<file path="config.mk">
export PLATFORM = sky130hd
export DESIGN_NAME = hazard_ctrl_flat
export DESIGN_NICKNAME = d
export VERILOG_FILES = /design/src/rtl/hazard_ctrl_if.sv /design/src/rtl/hazard_ctrl.sv /design/src/flat_wrapper.sv
export SDC_FILE = /design/constraint.sdc
export NUM_CORES = 1
export LEC_CHECK = 0
export ABC_AREA = 1
export CELL_PAD_IN_SITES_DETAIL_PLACEMENT = 1
export CELL_PAD_IN_SITES_GLOBAL_PLACEMENT = 1
export CORE_MARGIN = 2
export CORE_UTILIZATION = 36
export DETAILED_ROUTE_END_ITERATION = 8
export HOLD_SLACK_MARGIN = 0.15
export PLACE_DENSITY_LB_ADDON = 0.1
export SLEW_MARGIN = 20
export SYNTH_ARGS = -nofsm -noshare
export SYNTH_HDL_FRONTEND = slang
export SYNTH_SLANG_ARGS = --single-unit
</file>
<file path="constraint.sdc">
create_clock -name clk -period 5.25 [get_ports clk]
set_input_delay 1.575 -clock clk [delete_from_list [all_inputs] [get_ports clk]]
set_output_delay 1.575 -clock clk [all_outputs]
set_load 0.02 [all_outputs]
</file>
<file path="src/rtl/hazard_ctrl_if.sv">
// Pipeline <-> hazard sequencer bundle: hazard sources in, stall/bubble/flush controls and counters out.
// Pure wiring; the pipeline (master) drives hazard sources, the sequencer (slave) drives controls.
interface hazard_ctrl_if #(
    parameter int REG_W = 5,
    parameter int CNT_W = 32
);
    logic             id_valid;
    logic [REG_W-1:0] id_rs1;
    logic [REG_W-1:0] id_rs2;
    logic             id_use_rs1;
    logic             id_use_rs2;
    logic             ex_valid;
    logic             ex_is_load;
    logic [REG_W-1:0] ex_dst;
    logic             ex_redirect;
    logic             mem_req;
    logic             mem_data_ok;
    logic             if_pending;
    logic             if_data_ok;

    logic             stall_if;
    logic             stall_id;
    logic             stall_ex;
    logic             stall_mem;
    logic             bubble_ex;
    logic             bubble_wb;
    logic             flush_if_id;
    logic [CNT_W-1:0] stall_cnt;
    logic [CNT_W-1:0] flush_cnt;

    modport master (
        output id_valid, id_rs1, id_rs2, id_use_rs1, id_use_rs2,
        output ex_valid, ex_is_load, ex_dst, ex_redirect,
        output mem_req, mem_data_ok, if_pending, if_data_ok,
        input  stall_if, stall_id, stall_ex, stall_mem,
        input  bubble_ex, bubble_wb, flush_if_id, stall_cnt, flush_cnt
    );

    modport slave (
        input  id_valid, id_rs1, id_rs2, id_use_rs1, id_use_rs2,
        input  ex_valid, ex_is_load, ex_dst, ex_redirect,
        input  mem_req, mem_data_ok, if_pending, if_data_ok,
        output stall_if, stall_id, stall_ex, stall_mem,
        output bubble_ex, bubble_wb, flush_if_id, stall_cnt, flush_cnt
    );
endinterface

</file>
<file path="src/rtl/hazard_ctrl.sv">
// Stall/flush sequencer: load-use stall, dmem freeze, redirect squash, stale-fetch discard, perf counters.
// Zero-cycle combinational controls from state+inputs; no backpressure of its own, it is the backpressure.
module hazard_ctrl #(
    parameter int CNT_W = 32,
    parameter int REG_W = 5
) (
    input  logic          clk,
    input  logic          reset,
    hazard_ctrl_if.slave  hz
);
    typedef enum logic [1:0] {RUN, DMEM_WAIT, IF_DISCARD} state_t;

    state_t           state_q, state_d;
    logic             pend_dmem_q, pend_dmem_d;
    logic [CNT_W-1:0] stall_cnt_q, stall_cnt_d;
    logic [CNT_W-1:0] flush_cnt_q, flush_cnt_d;

    logic dmem_busy;
    logic lu_hit;
    logic rs1_hit;
    logic rs2_hit;
    logic dmem_frz;
    logic flush_inc;
    logic s_if, s_id, s_ex, s_mem, b_ex, b_wb, f_ifid;

    assign dmem_busy = hz.mem_req & ~hz.mem_data_ok;
    assign rs1_hit   = hz.id_use_rs1 & (hz.id_rs1 == hz.ex_dst);
    assign rs2_hit   = hz.id_use_rs2 & (hz.id_rs2 == hz.ex_dst);
    assign lu_hit    = hz.ex_valid & hz.ex_is_load & (hz.ex_dst != '0) &
                       hz.id_valid & (rs1_hit | rs2_hit);

    always_comb begin
        state_d     = state_q;
        pend_dmem_d = 1'b0;
        dmem_frz    = 1'b0;
        flush_inc   = 1'b0;
        s_if        = 1'b0;
        s_id        = 1'b0;
        s_ex        = 1'b0;
        s_mem       = 1'b0;
        b_ex        = 1'b0;
        b_wb        = 1'b0;
        f_ifid      = 1'b0;
        case (state_q)
            RUN: begin
                // Freeze outranks redirect and load-use; both re-present once unstalled.
                if (dmem_busy) begin
                    {s_if, s_id, s_ex, s_mem, b_wb} = 5'b11111;
                    state_d = DMEM_WAIT;
                end else if (hz.ex_redirect) begin
                    f_ifid    = 1'b1;
                    b_ex      = 1'b1;
                    flush_inc = 1'b1;
                    if (hz.if_pending & ~hz.if_data_ok) begin
                        state_d = IF_DISCARD;
                    end
                end else if (lu_hit) begin
                    s_if = 1'b1;
                    s_id = 1'b1;
                    b_ex = 1'b1;
                end
            end
            DMEM_WAIT: begin
                if (!hz.mem_data_ok) begin
                    {s_if, s_id, s_ex, s_mem, b_wb} = 5'b11111;
                end else begin
                    state_d = RUN;
                end
            end
            IF_DISCARD: begin
                // Fetch drop and dmem completion are independent handshakes.
                dmem_frz = dmem_busy | (pend_dmem_q & ~hz.mem_data_ok);
                s_if     = 1'b1;
                f_ifid   = 1'b1;
                if (dmem_frz) begin
                    {s_id, s_ex, s_mem, b_wb} = 4'b1111;
                end
                flush_inc = hz.ex_redirect & ~dmem_frz;
                if (hz.if_data_ok) begin
                    state_d = dmem_frz ? DMEM_WAIT : RUN;
                end else begin
                    pend_dmem_d = dmem_frz;
                end
            end
            default: state_d = RUN;
        endcase

        stall_cnt_d = stall_cnt_q;
        flush_cnt_d = flush_cnt_q;
        if (s_if && !(&stall_cnt_q)) begin
            stall_cnt_d = stall_cnt_q + 1'b1;
        end
        if (flush_inc && !(&flush_cnt_q)) begin
            flush_cnt_d = flush_cnt_q + 1'b1;
        end

        // Reset must silence the pipeline controls immediately, not at the next edge.
        if (reset) begin
            {s_if, s_id, s_ex, s_mem, b_ex, b_wb, f_ifid} = 7'b0;
        end
    end

    always_ff @(posedge clk or posedge reset) begin
        if (reset) begin
            state_q     <= RUN;
            pend_dmem_q <= 1'b0;
            stall_cnt_q <= '0;
            flush_cnt_q <= '0;
        end else begin
            state_q     <= state_d;
            pend_dmem_q <= pend_dmem_d;
            stall_cnt_q <= stall_cnt_d;
            flush_cnt_q <= flush_cnt_d;
        end
    end

    assign hz.stall_if    = s_if;
    assign hz.stall_id    = s_id;
    assign hz.stall_ex    = s_ex;
    assign hz.stall_mem   = s_mem;
    assign hz.bubble_ex   = b_ex;
    assign hz.bubble_wb   = b_wb;
    assign hz.flush_if_id = f_ifid;
    assign hz.stall_cnt   = stall_cnt_q;
    assign hz.flush_cnt   = flush_cnt_q;
endmodule

</file>
<file path="src/flat_wrapper.sv">
// flat-port wrapper written by rule: the top's interface ports become plain ports
module hazard_ctrl_flat 
#(
    parameter int CNT_W = 32,
    parameter int REG_W = 5
)
  (clk, reset, hz_id_valid, hz_id_rs1, hz_id_rs2, hz_id_use_rs1, hz_id_use_rs2, hz_ex_valid, hz_ex_is_load, hz_ex_dst, hz_ex_redirect, hz_mem_req, hz_mem_data_ok, hz_if_pending, hz_if_data_ok, hz_stall_if, hz_stall_id, hz_stall_ex, hz_stall_mem, hz_bubble_ex, hz_bubble_wb, hz_flush_if_id, hz_stall_cnt, hz_flush_cnt);
  hazard_ctrl_if #(.REG_W(REG_W), .CNT_W(CNT_W)) hz_i ();
  input  logic clk;
  input  logic reset;
  input wire logic [$bits(hz_i.id_valid)-1:0] hz_id_valid;
  input wire logic [$bits(hz_i.id_rs1)-1:0] hz_id_rs1;
  input wire logic [$bits(hz_i.id_rs2)-1:0] hz_id_rs2;
  input wire logic [$bits(hz_i.id_use_rs1)-1:0] hz_id_use_rs1;
  input wire logic [$bits(hz_i.id_use_rs2)-1:0] hz_id_use_rs2;
  input wire logic [$bits(hz_i.ex_valid)-1:0] hz_ex_valid;
  input wire logic [$bits(hz_i.ex_is_load)-1:0] hz_ex_is_load;
  input wire logic [$bits(hz_i.ex_dst)-1:0] hz_ex_dst;
  input wire logic [$bits(hz_i.ex_redirect)-1:0] hz_ex_redirect;
  input wire logic [$bits(hz_i.mem_req)-1:0] hz_mem_req;
  input wire logic [$bits(hz_i.mem_data_ok)-1:0] hz_mem_data_ok;
  input wire logic [$bits(hz_i.if_pending)-1:0] hz_if_pending;
  input wire logic [$bits(hz_i.if_data_ok)-1:0] hz_if_data_ok;
  output wire logic [$bits(hz_i.stall_if)-1:0] hz_stall_if;
  output wire logic [$bits(hz_i.stall_id)-1:0] hz_stall_id;
  output wire logic [$bits(hz_i.stall_ex)-1:0] hz_stall_ex;
  output wire logic [$bits(hz_i.stall_mem)-1:0] hz_stall_mem;
  output wire logic [$bits(hz_i.bubble_ex)-1:0] hz_bubble_ex;
  output wire logic [$bits(hz_i.bubble_wb)-1:0] hz_bubble_wb;
  output wire logic [$bits(hz_i.flush_if_id)-1:0] hz_flush_if_id;
  output wire logic [$bits(hz_i.stall_cnt)-1:0] hz_stall_cnt;
  output wire logic [$bits(hz_i.flush_cnt)-1:0] hz_flush_cnt;
  assign hz_i.id_valid = hz_id_valid;
  assign hz_i.id_rs1 = hz_id_rs1;
  assign hz_i.id_rs2 = hz_id_rs2;
  assign hz_i.id_use_rs1 = hz_id_use_rs1;
  assign hz_i.id_use_rs2 = hz_id_use_rs2;
  assign hz_i.ex_valid = hz_ex_valid;
  assign hz_i.ex_is_load = hz_ex_is_load;
  assign hz_i.ex_dst = hz_ex_dst;
  assign hz_i.ex_redirect = hz_ex_redirect;
  assign hz_i.mem_req = hz_mem_req;
  assign hz_i.mem_data_ok = hz_mem_data_ok;
  assign hz_i.if_pending = hz_if_pending;
  assign hz_i.if_data_ok = hz_if_data_ok;
  assign hz_stall_if = hz_i.stall_if;
  assign hz_stall_id = hz_i.stall_id;
  assign hz_stall_ex = hz_i.stall_ex;
  assign hz_stall_mem = hz_i.stall_mem;
  assign hz_bubble_ex = hz_i.bubble_ex;
  assign hz_bubble_wb = hz_i.bubble_wb;
  assign hz_flush_if_id = hz_i.flush_if_id;
  assign hz_stall_cnt = hz_i.stall_cnt;
  assign hz_flush_cnt = hz_i.flush_cnt;
  hazard_ctrl #(.CNT_W(CNT_W), .REG_W(REG_W)) u_core (.clk(clk), .reset(reset), .hz(hz_i));
endmodule
</file>
==> results by group, run 1 <==
Global routing
  • Initial antenna violation count: 0
  • Global route total overflow: 0
  • Largest net degree at the start of global routing: 43
  • Number of global-route vias before repair: 4808
  • Global-route wire length before repair: 24100 µm
  • Tot GR Track Use: 22.9%

Die
  • Total I/O pin count: 98
  • Die X-Extent: 116 µm
  • Initial Utilization: 37.2%
  • Floorplan core area: 12200 µm²
  • Site Rows: 40
  • Die Span Y: 116 µm
  • Die area: 13500 µm²

Detailed routing
  • Wire per inst: 15.4 µm
  • First-pass DRT Iterations: 5
  • Remaining DRCs: 0
  • Post-DRT Antenna Nets: 0
  • Avg Vias per Cell: 4.99
  • Post-Route WL: 14500 µm
  • First DRT Iteration DRCs: 253
  • Via count: 4682

CTS
  • Htree depth: 3
  • Post-CTS sizing: 0
  • Post-CTS Hold Fix Bufs: 0
  • Clock Root Buffer: clkbuf_16
  • Clk slew on worst S/H paths: 50 ps
  • Num CTS Buffers: 9
  • CTS tree: yes
  • Total clock sinks: 67
  • Clock Latency Late Sink: 340 ps
  • Post-CTS setup buffers: 0
  • Clock tree buffer depth: 2

Critical path
  • Critical path arrival: 3540 ps
  • Slowest stage delay, CP: 640 ps
  • Startpoint types: input port
  • Max stage delay cell, worst path: clkdlybuf4s50_1
  • Endpoint type of the worst setup path: output port
  • Most used cell, CP: nand2_1
  • Worst EP required: 3680 ps
  • Kind of critical path: input port to output port
  • CP cell instances: clkdlybuf4s50_1, inv_2, nand2_1, nand2_1, nor2_1, nand3_1, nand2_1, nand3_1, o21ai_0, clkdlybuf4s50_1
  • Critical Path Fanout Max: 3

STA
  • Unrepaired setup endpoints after global routing: false
  • Worst-Margin Slew: 650 ps
  • Max Fclk: 195 MHz
  • Min cycle time layout: 5120 ps
  • Final-report hold violation count: 0
  • Final setup TNS: 0 ps
  • Headroom to the max-slew limit: 56.3%
  • Slew Limit Fails: 0
  • Final setup fails: 0
  • Tcrit/Tclk final: 97.4%
  • Layout Skew: 7.00 ps

Placement
  • DP Cell Count: 926
  • Port Buffer Count: 97
  • Final Wtd Congestion: 0.892
  • Post-DP HPWL: 11200 µm

Final layout
  • Layout Cells excl Fill: 939
  • Area growth from synthesis to layout: 30.5%
  • N_diodes: 0
  • Highest-count cells in the layout ignoring fill and taps: 256 x nand2_1, 97 x clkdlybuf4s50_1, 86 x nor2_1, 67 x dfrtp_1, 58 x inv_1
  • Layout cells sized above 1: 3.89%
  • Commonest non-fill, non-tap cell in the layout: nand2_1
  • Final net count: 798
  • Fillers: 1564

Yosys
  • Post-synth cell types: 30
  • Synth Area per Inst: 6.73 µm²
  • Ys Warns: 0
  • Seq/Total Area, Yosys: 37.0%
  • Cells after Synth: 673
  • Mapped Area: 4530 µm²
  • FF+latch count, synth: 67
  • Mapped Nets: 702

Run status
  • Status: finished, final reports clean

Power and ir drop
  • Tot Pwr: 1.89 mW
  • Max VDD drop: 0.187 mV
  • Leak: 2.78 nW
  • Pwr per Cell Area: 320 nW/µm²

Min path
  • Worst hold-check path type: register to register

Job
  • Max-cap violation count: 0
-- path summary, 6_finish.rpt --
check	start	end	slack, ps	depth (start not counted)
setup / recovery	hz_ex_dst[4]	hz_stall_id	130	10
hold / removal	u_core.hz.flush_cnt[7]	u_core.hz.flush_cnt[7]	520	1
setup reg to reg	u_core.hz.stall_cnt[0]	u_core.hz.stall_cnt[9]	2580	11
hold reg to reg	u_core.hz.flush_cnt[7]	u_core.hz.flush_cnt[7]	520	1
max in group asynchronous	reset	u_core.hz.flush_cnt[23]	2950	3
min in group asynchronous	reset	u_core.hz.stall_cnt[4]	1840	3
-- sequential cells by signal, indices dropped and copies added, names as in the netlist --
| register | cells |
|---|---|
| u_core.state_q | 2 |
| u_core.pend_dmem_q | 1 |
| u_core.hz.stall_cnt | 32 |
| u_core.hz.flush_cnt | 32 |
-- worst max-delay path, delay by kind of cell --
family | cells | cell delay [ps]
and+or+nand+nor | 6 | 510
buffers and inverters | 3 | 1230
AOI/OAI and AO/OA | 1 | 200
-- cells by family after synthesis --
group	share of synthesized area, %
compound gates	2.27
fa+ha+maj	0.553
flops	37.0
xor+xnor	10.6
buf+inv	7.49
simple gates	42.0
-- synth_stat cells --
library cell  number  area share (%)
xnor2_1           15             2.9
nand3b_1           2            0.33
dfrtp_1           67              37
nand2_2            2            0.28
a31oi_1            2            0.28
nand3b_4           1            0.44
nor2_2             2            0.28
o21ai_0            5            0.55
nor2_4             2            0.50
o21ai_1           10             1.1
nand3_1           54             6.0
a21oi_1            3            0.33
xor2_1            40             7.7
ha_1               2            0.55
nor3_1            28             3.1
clkinv_1           1           0.083
buf_1              1           0.083
buf_6              3            0.75
nand3_2            1            0.22
nor2_1            86             7.1
inv_2              4            0.33
clkbuf_1           1           0.083
nand4_1           12             1.7
nor4_1             2            0.28
nand2_4            1            0.25
nand2_1          256              21
buf_2              7            0.77
nor3_4             1            0.36
buf_4              3            0.50
inv_1             59             4.9
-- routing by layer --
metal	global-route usage, %	part of all wire [%]
met5	0	0
met4	7.38	1.5
met3	3.48	3.5
met2	37.2	46
met1	31.6	49
-- cell type report --
cell class / instances / area (µm²) / share of cell area, %
Clock buffer: 10 / 229 / 3.88
Clock inverter: 3 / 42.5 / 0.720
Inverter: 64 / 244 / 4.13
Multi-Input combinational cell: 527 / 2510 / 42.5
Sequential cell: 67 / 1680 / 28.4
Tap cell: 168 / 210 / 3.56
Timing Repair Buffer: 100 / 993 / 16.8
-- stage by stage --
stage	cell area [µm²]	hold slack (ps)	util (%)	setup WS (ps)
finish	5910	523	48.6	134
global placement	5640	508	46.3	243
CTS	5910	527	48.6	113
global route	5910	532	48.6	15.2
floorplan	4530	543	-	556
detailed placement	5640	519	46.3	110
-- power by group --
part / internal, mW / switching, mW
sequential: 0.574 / 0.0724
combinational: 0.227 / 0.428
clock: 0.359 / 0.228
total: 1.16 / 0.729
Power figures use the tool's default switching activity.
==> inputs of run 2 (changes only) <==
--- a/config.mk
+++ b/config.mk
@@ -8,11 +8,13 @@
 export ABC_AREA = 1
 export CELL_PAD_IN_SITES_DETAIL_PLACEMENT = 1
 export CELL_PAD_IN_SITES_GLOBAL_PLACEMENT = 1
+export CORE_ASPECT_RATIO = 0.9
 export CORE_MARGIN = 2
 export CORE_UTILIZATION = 36
 export DETAILED_ROUTE_END_ITERATION = 8
 export HOLD_SLACK_MARGIN = 0.15
 export PLACE_DENSITY_LB_ADDON = 0.1
+export SKIP_CTS_REPAIR_TIMING = 1
 export SLEW_MARGIN = 20
 export SYNTH_ARGS = -nofsm -noshare
 export SYNTH_HDL_FRONTEND = slang
==> run 2 against run 1 <==
Against the previous run:
- routed wire length increased by 3.9%
- final cell count decreased by 0.64%
- sequential share of layout area is 0.31 points lower
==> results by group, run 2 (synthesis gave the netlist of run 1 again) <==
Placement
  • DP Cell Count: 917
  • Post-DP HPWL: 11300 µm
  • Port Buffer Count: 97
  • Final Wtd Congestion: 0.870

Detailed routing
  • Post-DRT Antenna Nets: 0
  • Wire per inst: 16.1 µm
  • First-pass DRT Iterations: 4
  • First DRT Iteration DRCs: 272
  • Via count: 4706
  • Post-Route WL: 15100 µm
  • Remaining DRCs: 0
  • Avg Vias per Cell: 5.04

Global routing
  • Global-route wire length before repair: 24800 µm
  • Global route total overflow: 0
  • Largest net degree at the start of global routing: 68
  • Tot GR Track Use: 23.7%
  • Number of global-route vias before repair: 4769
  • Initial antenna violation count: 0

Final layout
  • Layout Cells excl Fill: 933
  • Area growth from synthesis to layout: 31.9%
  • N_diodes: 0
  • Layout cells sized above 1: 4.27%
  • Fillers: 1596
  • Highest-count cells in the layout ignoring fill and taps: 256 x nand2_1, 96 x clkdlybuf4s50_1, 86 x nor2_1, 67 x dfrtp_1, 58 x inv_1
  • Multi-input gate area: 2510 µm²
  • FF/Latch Area: 1680 µm²
  • Commonest non-fill, non-tap cell in the layout: nand2_1
  • Final net count: 797

STA
  • Final setup fails: 0
  • Tcrit/Tclk final: 96.3%
  • Min cycle time layout: 5060 ps
  • Unrepaired setup endpoints after global routing: false
  • Headroom to the max-slew limit: 40.2%
  • Layout Skew: 7.62 ps
  • Final-report hold violation count: 0
  • Hold slack: 535 ps
  • Worst-Margin Slew: 897 ps
  • Slew Limit Fails: 0
  • Final setup TNS: 0 ps
  • Max Fclk: 198 MHz

Critical path
  • Critical path arrival: 3480 ps
  • Stages on worst setup path: 10
  • Slowest stage delay, CP: 630 ps
  • R2R depth: 11
  • Kind of critical path: input port to output port
  • Most used cell, CP: nand2_1
  • Worst EP required: 3680 ps
  • CP cell instances: clkdlybuf4s50_1, inv_2, nand2_1, nand2_1, nor2_1, nand3_1, nand2_1, nand3_1, a31oi_1, clkdlybuf4s50_1
  • Endpoint type of the worst setup path: output port
  • Max stage delay cell, worst path: clkdlybuf4s50_1
  • Critical Path Fanout Max: 4
  • Top delay family on crit path: buffers and inverters
  • Crit path buffers/inverters: 3
  • Startpoint types: input port

Die
  • Total I/O pin count: 98
  • Initial Utilization: 37.2%
  • Die Span Y: 110 µm
  • Site Rows: 38
  • Die area: 13500 µm²
  • Die X-Extent: 122 µm
  • Floorplan core area: 12200 µm²

Min path
  • Worst hold-check path type: register to register
  • Hold path depth: 2

CTS
  • Htree depth: 3
  • Num CTS Buffers: 9
  • Clk slew on worst S/H paths: 60 ps
  • Clock Root Buffer: clkbuf_16
  • Clock tree buffer depth: 2
  • Clock Latency Late Sink: 340 ps
  • CTS tree: yes
  • Total clock sinks: 67

Run status
  • Status: finished, final reports clean

Power and ir drop
  • Pwr per Cell Area: 339 nW/µm²
  • Leak: 2.84 nW
  • Max VDD drop: 0.267 mV
  • Tot Pwr: 2.02 mW

Job
  • Max-cap violation count: 0
==> run 2: power by group <==
group	internal, mW	total, mW	leakage [nW]	switching, mW
sequential	0.574	0.647	0.917	0.0733
combinational	0.226	0.656	1.75	0.430
clock	0.478	0.721	0.173	0.244
total	1.28	2.02	2.84	0.747
==> run 2: layout make-up <==
type / count / area share [%]
flip-flops and latches: 67 / 28.1
inverters: 64 / 4.09
clock buffers: 10 / 4.00
repair buffers: 99 / 16.6
well taps: 160 / 3.35
clock inverters: 6 / 1.89
multi-input cells: 527 / 42.0
==> run 2: worst min-delay path, stage by stage, from the launching register on <==
cell and delay, ps:
dfrtp_1 380, nand2_1 70, nand2_1 50
==> run 2: metrics by stage <==
stage	instance area, µm²	util [%]	worst slack, ps
after global placement	5620	46.2	168
after floorplan	4530	-	556
after detailed placement	5620	46.2	183
after global routing	5970	49.1	9.73
final	5970	49.1	192
after CTS	5970	49.0	163
==> run 2: worst paths after layout <==
path                                         startpoint  slack [ps]                      end
worst min-delay path            u_core.hz.stall_cnt[31]         540  u_core.hz.stall_cnt[31]
worst max register to register   u_core.hz.stall_cnt[0]        2580   u_core.hz.stall_cnt[2]
worst max-delay path                       hz_ex_dst[1]         190              hz_stall_if
max in group asynchronous                         reset        2680  u_core.hz.stall_cnt[20]
min in group asynchronous                         reset        1990   u_core.hz.flush_cnt[0]
worst min register to register  u_core.hz.stall_cnt[31]         540  u_core.hz.stall_cnt[31]
==> run 2: per-layer routing <==
metal  track usage (%)  routed length [µm]
met5                 0                   0
met4              6.40                 198
met3              4.17                 626
met2              37.0                6820
met1              33.9                7420
